===== src/rtl/imem_loader.sv =====
// Boot image loader: framed byte stream -> instruction RAM write port.
// Holds the core in reset until a checksum-verified image is in place.
module imem_loader #(
  parameter int AWIDTH  = 12,
  parameter int DWIDTH  = 32,
  parameter int TIMEOUT = 1000000
) (
  input  logic              clk,
  input  logic              rst,
  input  logic [7:0]        rx_data,
  input  logic              rx_valid,
  output logic              rx_ready,
  output logic              we,
  output logic [AWIDTH-1:0] addr,
  output logic [DWIDTH-1:0] din,
  output logic              core_hold,
  output logic              done,
  output logic              err
);

  localparam int TW = $clog2(TIMEOUT + 1);

  localparam logic [2:0] S_IDLE   = 3'd0;
  localparam logic [2:0] S_CNT_LO = 3'd1;
  localparam logic [2:0] S_CNT_HI = 3'd2;
  localparam logic [2:0] S_DATA   = 3'd3;
  localparam logic [2:0] S_CHK    = 3'd4;
  localparam logic [2:0] S_DONE   = 3'd5;
  localparam logic [2:0] S_ERR    = 3'd6;

  logic [2:0]        state_q, state_d;
  logic              rdy_q, rdy_d;
  logic              we_q, we_d;
  logic [AWIDTH-1:0] addr_q, addr_d;
  logic [DWIDTH-1:0] din_q, din_d;
  logic              hold_q, hold_d;
  logic              done_q, done_d;
  logic              err_q, err_d;
  logic [15:0]       cnt_q, cnt_d;
  logic [7:0]        sum_q, sum_d;
  logic [1:0]        bcnt_q, bcnt_d;
  logic [TW-1:0]     tmr_q, tmr_d;

  logic        acc;
  logic        tmo;
  logic        active;
  logic [15:0] n;
  logic [15:0] last;

  assign acc    = rx_valid && rdy_q;
  assign tmo    = !acc && (tmr_q == TW'(TIMEOUT - 1));
  assign active = (state_q == S_CNT_LO) || (state_q == S_CNT_HI) ||
                  (state_q == S_DATA) || (state_q == S_CHK);
  assign n      = {rx_data, cnt_q[7:0]};
  assign last   = cnt_q - 16'd1;

  always_comb begin
    state_d = state_q;
    rdy_d   = 1'b1;
    we_d    = 1'b0;
    addr_d  = addr_q;
    din_d   = din_q;
    hold_d  = hold_q;
    done_d  = done_q;
    err_d   = err_q;
    cnt_d   = cnt_q;
    sum_d   = sum_q;
    bcnt_d  = bcnt_q;
    tmr_d   = tmr_q;

    if (active) tmr_d = acc ? '0 : tmr_q + TW'(1);
    // Advance only after a write that was not the last word.
    if (we_q && state_q == S_DATA) addr_d = addr_q + AWIDTH'(1);

    unique case (state_q)
      S_IDLE: begin
        if (acc && rx_data == 8'hA5) begin
          done_d  = 1'b0;
          err_d   = 1'b0;
          hold_d  = 1'b1;
          sum_d   = '0;
          bcnt_d  = '0;
          tmr_d   = '0;
          state_d = S_CNT_LO;
        end
      end
      S_CNT_LO: begin
        if (acc) begin
          cnt_d[7:0] = rx_data;
          state_d    = S_CNT_HI;
        end else if (tmo) begin
          state_d = S_ERR;
        end
      end
      S_CNT_HI: begin
        if (acc) begin
          cnt_d = n;
          if (n == 16'd0 || 32'(n) > (32'd1 << AWIDTH)) begin
            state_d = S_ERR;
          end else begin
            addr_d  = '0;
            state_d = S_DATA;
          end
        end else if (tmo) begin
          state_d = S_ERR;
        end
      end
      S_DATA: begin
        if (acc) begin
          din_d[{bcnt_q, 3'b000} +: 8] = rx_data;
          sum_d  = sum_q + rx_data;
          bcnt_d = bcnt_q + 2'd1;
          if (bcnt_q == 2'd3) begin
            we_d = 1'b1;
            if (addr_q == AWIDTH'(last)) state_d = S_CHK;
          end
        end else if (tmo) begin
          state_d = S_ERR;
        end
      end
      S_CHK: begin
        if (acc) begin
          state_d = (rx_data == sum_q) ? S_DONE : S_ERR;
        end else if (tmo) begin
          state_d = S_ERR;
        end
      end
      S_DONE:  state_d = S_IDLE;
      S_ERR:   state_d = S_IDLE;
      default: state_d = S_IDLE;
    endcase

    if (state_d == S_DONE && state_q != S_DONE) begin
      done_d = 1'b1;
      hold_d = 1'b0;
    end
    if (state_d == S_ERR && state_q != S_ERR) err_d = 1'b1;
  end

  always_ff @(posedge clk) begin
    if (rst) begin
      state_q <= S_IDLE;
      rdy_q   <= 1'b0;
      we_q    <= 1'b0;
      addr_q  <= '0;
      din_q   <= '0;
      hold_q  <= 1'b1;
      done_q  <= 1'b0;
      err_q   <= 1'b0;
      cnt_q   <= '0;
      sum_q   <= '0;
      bcnt_q  <= '0;
      tmr_q   <= '0;
    end else begin
      state_q <= state_d;
      rdy_q   <= rdy_d;
      we_q    <= we_d;
      addr_q  <= addr_d;
      din_q   <= din_d;
      hold_q  <= hold_d;
      done_q  <= done_d;
      err_q   <= err_d;
      cnt_q   <= cnt_d;
      sum_q   <= sum_d;
      bcnt_q  <= bcnt_d;
      tmr_q   <= tmr_d;
    end
  end

  assign rx_ready  = rdy_q;
  assign we        = we_q;
  assign addr      = addr_q;
  assign din       = din_q;
  assign core_hold = hold_q;
  assign done      = done_q;
  assign err       = err_q;

endmodule


===== config.mk =====
export PLATFORM = sky130hd
export DESIGN_NAME = imem_loader
export DESIGN_NICKNAME = d
export VERILOG_FILES = /design/src/rtl/imem_loader.sv
export SDC_FILE = /design/constraint.sdc
export NUM_CORES = 1
export LEC_CHECK = 0
export BUFFER_PORTS_ARGS = -buffer_cell sky130_fd_sc_hd__buf_2
export CELL_PAD_IN_SITES_DETAIL_PLACEMENT = 1
export CELL_PAD_IN_SITES_GLOBAL_PLACEMENT = 1
export CORE_MARGIN = 2
export CORE_UTILIZATION = 40
export CTS_CLUSTER_SIZE = 40
export DETAILED_ROUTE_END_ITERATION = 12
export PLACE_DENSITY = 0.7
export SYNTH_ARGS = -nofsm -noshare
export SYNTH_HDL_FRONTEND = slang
export SYNTH_SLANG_ARGS = --single-unit

===== constraint.sdc =====
create_clock -name clk -period 5.05 [get_ports clk]
set_clock_uncertainty 0.2 [all_clocks]
set_input_delay 1.515 -clock clk [delete_from_list [all_inputs] [get_ports clk]]
set_output_delay 1.515 -clock clk [all_outputs]
set_load 0.005 [all_outputs]

Yosys cells after proc, flatten, opt, wreduce, memory -nomap -nowiden
Cells that the tools add are included.
{"block": "totals", "ff_bits": 94, "inputBits": 11, "elab_cells": 102, "output_inout_bits": 49}
{"block": "op_classes", "n_mux": 37, "magnitude_cmp": 1, "n_bitwise": 3, "shifts": 2, "eq_ne": 15, "addsub": 6, "n_reduce_logical": 25}
{"operator": "20-bit two-way mux", "n": 4}
{"operator": "12-bit two-way mux", "n": 4}
{"operator": "32-bit bitwise mux", "n": 1}
{"operator": "8-bit case mux with 2 select lines", "n": 2}
{"operator": "8-bit by 7-bit variable shift with 32-bit output, first input constant", "n": 1}
{"operator": "8-bit by 7-bit variable part select with 32-bit output", "n": 1}
{"operator": "3-bit two-way mux", "n": 9}
{"operator": "8-bit two-way mux", "n": 3}
{"operator": "20-bit by 1-bit adder with 20-bit output, second input constant", "n": 1}
{"operator": "20-bit == test, second input constant", "n": 1}
{"operator": "16-bit by 13-bit greater-than comparator with 1-bit output, second input constant", "n": 1}
{"operator": "16-bit zero test", "n": 1}
{"operator": "3-bit case mux with 5 select lines", "n": 1}
{"operator": "12-bit by 1-bit adder with 12-bit output, second input constant", "n": 1}
{"operator": "12-bit == test", "n": 1}
{"operator": "12-bit by 1-bit subtractor with 12-bit output, second input constant", "n": 1}
{"operator": "2-bit nonzero test", "n": 5}
{"operator": "3-bit == test, second input constant", "n": 3}
{"operator": "1-bit two-way mux", "n": 9}
{"operator": "8-bit adder", "n": 1}
{"operator": "8-bit == test", "n": 1}
{"operator": "8-bit == test, second input constant", "n": 1}
{"operator": "2-bit AND reduction", "n": 4}
{"operator": "5-bit negation with 7-bit output", "n": 1}
{"operator": "other kinds (15)", "n": 31}

Longest topological paths before layout
Gate-level depths: netlist (run 1).
{"block": "depth", "word_depth": 10, "depth_mapped": 11, "depth_no_buf": 10}

Least setup slack after synthesis (run 1)
No wires, ideal clock.
{"block": "synth_path", "path_kind": "input to register", "start": "in rx_data[0]", "end": "reg done_q, in the netlist done", "t_required_ns": 4.733, "path_slack_ns": 1.692, "t_arrival_ns": 3.040, "cell_stages": 9, "setup_ns": 0.117, "n_path_buf": 1, "path_cell_list": "clkbuf_1 -> nor4b_1 -> nand4_1 -> mux2i_1 -> a211o_1 -> nor3_1 -> a21o_1 -> clkinv_2 -> a32o_1"}
{"block": "synth_between", "elab_chain_cells": 9}
{"item": "from (decl)", "line_no": "10", "source": "input logic [7:0] rx_data,"}
{"item": "16-bit by 13-bit greater-than comparator with 1-bit output / 16-bit zero test (equally long branches)", "line_no": "98", "source": "if (n == 16'd0 || 32'(n) > (32'd1 << AWIDTH)) begin"}
{"item": "1-bit logical OR", "line_no": "98"}
{"item": "3-bit two-way mux", "line_no": "98"}
{"item": "3-bit two-way mux", "line_no": "96", "source": "if (acc) begin"}
{"item": "3-bit case mux with 5 select lines", "line_no": "75", "source": "unique case (state_q)"}
{"item": "3-bit == test", "line_no": "133", "source": "if (state_d == S_DONE && state_q != S_DONE) begin"}
{"item": "1-bit logical AND", "line_no": "133"}
{"item": "2-bit nonzero test (no line)"}
{"item": "2-bit AND reduction (no line)"}
{"item": "to (signal assigned)", "line_no": "161", "source": "done_q <= done_d;"}
{"item": "to (decl)", "line_no": "37", "source": "logic done_q, done_d;"}
Parallel ways exist; a longest one is shown, timed or not.
A chain may end at the register's enable or synchronous reset.

Worst setup path after layout (run 1)
{"block": "layout_path", "start": "in rx_data[5]", "end": "reg hold_q, in the netlist core_hold"}
{"block": "layout_between", "elab_chain_cells": 9}
{"item": "16-bit by 13-bit greater-than comparator with 1-bit output / 16-bit zero test (equally long branches)", "line_no": "98"}
{"item": "1-bit logical OR", "line_no": "98"}
{"item": "3-bit two-way mux", "line_no": "98"}
{"item": "3-bit two-way mux", "line_no": "96"}
{"item": "3-bit case mux with 5 select lines", "line_no": "75"}
{"item": "3-bit == test", "line_no": "133"}
{"item": "1-bit logical AND", "line_no": "133"}
{"item": "2-bit nonzero test (no line)"}
{"item": "2-bit AND reduction (no line)"}
{"item": "to (signal assigned)", "line_no": "160", "source": "hold_q <= hold_d;"}
{"item": "to (decl)", "line_no": "36", "source": "logic hold_q, hold_d;"}
Parallel ways exist; a longest one is shown, timed or not.

==> out/metrics.cfg, run 1 <==
[sta]
slew_headroom=0.334
tightest_slew_ps=996
finalSetupTns_ps=0
fin_crit_ps=3420
rsz0062_at_grt=no
worst_slack_ps=1630
whs_ps=253
setup_viol=0
fin_crit_sh=0.677
hold_viol_final=0
max_freq_mhz=293
maxSlewViolCount=0

[clocking]
post_cts_resized=0
clkTransAtPathRegs_ps=70
cts_root_buf=clkbuf_16
htreeDepth=3
cts_buffer_depth=2
clk_latency_ps=350
clock-sinks=94
tritoncts=yes
cts.hold.buffers_added=0
postCtsSetupRepairBufs=0
cts_buffers=9

[grt]
antenna_found_initial=0
track_usage=0.216
grt_pass1_vias=4286
grt_max_degree=34
grt_overflow=0
grt_pass1_wl_um=22200

[setup_path]
worstPathRequired_ps=5050
reg2reg_slack_ps=2410
cpPeakStageDelay_ps=410
worstReg2RegEnd=done
cp_slowest_cell=nor4_1
path_buf_inv=1
path_delay_family=simple AND/OR/NAND/NOR gates
arrival_ps=3410
cp-start-kind=primary input
end_kind=register
cp_cell_sequence=buf_2 > ha_1 > nor4_1 > a311o_1 > a21oi_1 > or3_1 > o21ai_2 > a32oi_1
r2r_cells=8
path_class=primary input to register
r2r-start=cnt_q[2]
path_max_fanout=8

[place]
port_buffers=59
dpl.hpwl_um=9290
dp_worst_setup_slack_ps=1310
placedCellCount=749
place.gp.congestion=0.842

[layout]
fin_nets=645
seqCellArea_mm2=0.00188
final_common_cell=dfxtp_1
area_growth_pct=14.1
diodes=0
layout_common_cells=dfxtp_1, nand2_1, nand3_1, buf_2, a21oi_1
drive_gt1_frac=0.142
multi_input_area_mm2=0.00264
final_core_util=0.469
final_cells=764
nFillCells=1407

[synthesis]
synthFlopType=dfxtp_1
yosysTopAreaCellShare=0.400
syn_inst=572
synth_seq_cells=94
synthXorXnorAreaFrac=0.105
synth_top_family_by_area=simple AND/OR/NAND/NOR gates
ys_seq_area_frac=0.400
synthTopCellsByArea=dfxtp_1, nand3_1, a21oi_1
synth-edff-count=0
yosysWarnings=0
yosys.area_share.simple=0.276
syn_area_per_cell_um2=8.23
synth_nets=600
async_reset_ff_frac=0
synthMuxAreaShare=0.0255
synth_compound_area_frac=0.108
synth_cell_types=58
yosys.area.top_type=dfxtp_1
synth_adder_area_share=0.0468
synthesis.area_mm2=0.00471

[floorplan]
die_w_um=112
ios=60
row_count=39
die_h_um=112
coreArea_mm2=0.0115
initial_core_util=0.411
die_area_mm2=0.0127

[pwr]
leakagePower_nw=2.18
power.density_mw_per_mm2=272
ir_drop_mv=0.155

[min_path]
hold_start=din[10]
worstHoldPathType=register to register
whs_path_depth=2
whs_endpoint=din[10]

[routing]
via_per_inst=5.49
via_count=4198
wl_per_cell_um=17.1
dr.pass1.iters=4
drtAntennaViolNets=0
drt_iter0_markers=128
drc=0
wl_um=13100

[run]
maxCapViolCount=0

[status]
outcome=completed

==> cells by family after synthesis <==
logic type      Yosys count
xor+xnor                 54
mux                      12
flops                    94
simple gates            264
fa+ha+maj                17
compound gates           86
buf+inv                  45
==> registers in the layout (all words and copies together) (netlist names) <==
name	cells
cnt_q	12
din	32
we	1
tmr_q	20
bcnt_q	2
state_q	3
sum_q	8
done	1
core_hold	1
err	1
rx_ready	1
addr	12
==> report_power, final <==
| part | leakage [nW] | internal [mW] | switching (mW) | total [mW] |
|---|---|---|---|---|
| Sequential | 0.757 | 0.741 | 0.000443 | 0.742 |
| Combinational | 1.28 | 0.0112 | 0.0356 | 0.0468 |
| Clock | 0.137 | 0.380 | 0.293 | 0.673 |
==> per-layer routing <==
| layer | share of wire | global-route usage |
|---|---|---|
| met3 | 0.033 | 0.0313 |
| met1 | 0.47 | 0.285 |
| met2 | 0.48 | 0.361 |
| met4 | 0.018 | 0.0797 |
| met5 | 0 | 0 |
==> cell usage after synthesis, drive strengths merged, types with 2 or more instances <==
cell type and n:
dfxtp 94, nand2 72, nand3 60, nor2 58, a21oi 57, xnor2 28
xor2 25, clkbuf 21, nor3 18, inv 17, ha 16, mux2i 12
and3 10, nand4 10, o21ai 8, buf 6, and2 5, nor4 5
or3 5, nand2b 4, nor3b 4, a211oi 3, a21o 3, nand4b 3
o21bai 3, a31oi 2, o2111ai 2
==> metrics by stage <==
| step | power (mW) | instance area, µm² |
|---|---|---|
| floorplan | 0.783 | 4710 |
| finish | 1.46 | 5370 |
| global route | 1.51 | 5370 |
| detailed placement | 0.806 | 5080 |
| global placement | 0.805 | 5080 |
| CTS | 1.48 | 5370 |
==> final cells by class <==
cell class / count / area share
clock buffer: 9 / 0.0419
clock inverter: 6 / 0.0119
inverter: 18 / 0.0128
multi-input combinational: 433 / 0.492
sequential: 94 / 0.350
tap: 143 / 0.0333
timing repair buffer: 61 / 0.0578
==> worst max-delay path by stage <==
stage	from	end	slack, ps	cells after the start
after CTS	rx_data[5]	core_hold	1650	8
final	rx_data[5]	core_hold	1630	8
after floorplan	rx_data[0]	done	1690	9
after global routing	rx_data[5]	core_hold	1410	9
after detailed placement	rx_data[5]	core_hold	1310	8
after global placement	rx_data[5]	core_hold	1330	8
==> worst reg2reg max path, stage by stage, from the launching register on <==
cell	delay (ps)
dfxtp_1	390
nor4_2	610
nand4_1	200
mux2i_1	190
a211o_1	290
nor3_1	160
a21o_1	190
clkinv_2	80
a32o_1	220
Note: power is estimated with default switching activity, not from simulation.
==> inputs of run 2 (changes only) <==
CORE_UTILIZATION = 39   (was 40)
PLACE_DENSITY = 0.72   (was 0.7)
clock period = 3 ns   (was 5.05 ns; I/O delays follow)
==> run 2 against run 1 <==
- non-clock buffer count grew 33
- first-iteration DRC count grew 20%
- die area is 2.5% higher
- global-route usage rose by 0.14 points
- total power up 66%
- largest cell class unchanged
- sequential share of layout area down 1.5 points
- wire length is 1.8% higher
- cell area increased by 4.4%
- via count grew 2.3%
==> out/metrics.cfg, run 2 (synthesis results as in run 1) <==
[grt]
grt_max_degree=40
grt_pass1_wl_um=22200
antenna_found_initial=1
grt_overflow=0
track_usage=0.218
grt_pass1_vias=4463

[run]
maxCapViolCount=0

[routing]
via_count=4295
drt_iter0_markers=153
dr.pass1.iters=4
drc=0
drtAntennaViolNets=0
via_per_inst=5.36
wl_per_cell_um=16.6
wl_um=13300

[pwr]
power.density_mw_per_mm2=432
p_int_mw=1.89
switching_share=0.221
power_mw=2.42
switchingPower_uw=536
ir_drop_mv=0.206
seq_power_share=0.516
leakagePower_nw=2.33
p_comb_frac=0.041
pwr-share-clk=0.443

[setup_path]
crit_top_cell=nor3_1
arrival_ps=2750
path_delay_family=simple AND/OR/NAND/NOR gates
path_buf_inv=3
cp_slowest_cell=or3_1
path_max_fanout=3
cp_cell_sequence=buf_2 > buf_4 > or3_1 > nor3_1 > mux2i_1 > a211o_1 > nor3_1 > a21o_1 > clkinv_2 > a32o_1
cpPeakStageDelay_ps=390
cp-start-kind=primary input
path_class=primary input to register
end_kind=register
worstPathRequired_ps=3050

[layout]
final_common_cell=dfxtp_1
final_cells=802
fin_area_mm2=0.00561
fin_nets=678
layout_common_cells=dfxtp_1, nand2_1, nand3_1, buf_2, a21oi_1
area_growth_pct=19.1
largest_reg_flops=32
nFillCells=1501
drive_gt1_frac=0.180

[clocking]
htreeDepth=3
postCtsSetupRepairBufs=0
cts_root_buf=clkbuf_16
clkTransAtPathRegs_ps=70
cts_buffers=9
clock-sinks=94
clk_latency_ps=350
cts.hold.buffers_added=0
tritoncts=yes
cts_buffer_depth=2
post_cts_resized=0

[sta]
max_freq_mhz=370
tightest_slew_ps=595
fin_crit_ps=2700
hold_viol_final=0
maxSlewViolCount=0
rsz0062_at_grt=no
finalSetupTns_ps=0
slew_headroom=0.600
worst_slack_ps=300
setup_viol=0
fin_crit_sh=0.900

[floorplan]
initial_core_util=0.395
die_h_um=114
row_count=40
coreArea_mm2=0.0119
die_w_um=114
ios=60
die_area_mm2=0.0130

[min_path]
worstHoldPathType=register to register

[status]
outcome=completed

[place]
port_buffers=59
dpl-instance-area_mm2=0.00534
place.gp.congestion=0.859
placedCellCount=786
dp_worst_setup_slack_ps=-31.0
dpl.hpwl_um=9900

## run 2: cell type report
class | count | area, µm² | share of cell area
multi-input combinational | 433 | 2640 | 0.471
sequential | 94 | 1880 | 0.336
timing repair buffer | 94 | 558 | 0.0995
clock buffer | 14 | 264 | 0.0471
tap | 147 | 184 | 0.0328
inverter | 18 | 68.8 | 0.0123
clock inverter | 1 | 5.00 | 0.000892
antenna | 1 | 2.50 | 0.000446
## run 2: worst reg2reg max path: stages, from the launching register on
cell and delay [ps]:
dfxtp_1 350, inv_1 70, ha_1 340, nor4b_1 280, nand4_1 150, mux2i_1 150, a211o_1 280, nor3_1 150
a21o_1 180, clkinv_2 70, a32o_1 210
## run 2: final timing paths
kind | start | endpoint | slack, ps | depth (start not counted)
worst min-delay path | din[5] | din[5] | 250 | 2
worst max register to register | cnt_q[1] | done | 450 | 10
worst min register to register | din[5] | din[5] | 250 | 2
worst max-delay path | rx_data[5] | done | 300 | 10
## run 2: stage by stage
step | hold WS (ps) | utilization
3_3_place_gp | 238 | 0.448
2_1_floorplan | 240 | -
3_5_place_dp | 247 | 0.448
4_1_cts | 261 | 0.471
6_report | 252 | 0.471
5_1_grt | 282 | 0.471
## run 2: power groups by stage
stage	Clock [mW]	Combinational (mW)	Sequential, mW
2_1_floorplan	0	0.0414	1.28
3_3_place_gp	0	0.0964	1.28
3_5_place_dp	0	0.0983	1.28
4_1_cts	1.11	0.0987	1.25
5_1_grt	1.16	0.107	1.25
6_report	1.07	0.0985	1.25
## run 2: layer usage
metal,track usage,share of wire,wire length [µm],up-vias
li1,-,-,-,2125
met1,0.274,0.47,6200,2083
met2,0.367,0.48,6400,68
met3,0.0345,0.027,360,19
met4,0.0984,0.025,334,0
met5,0,0,0,-
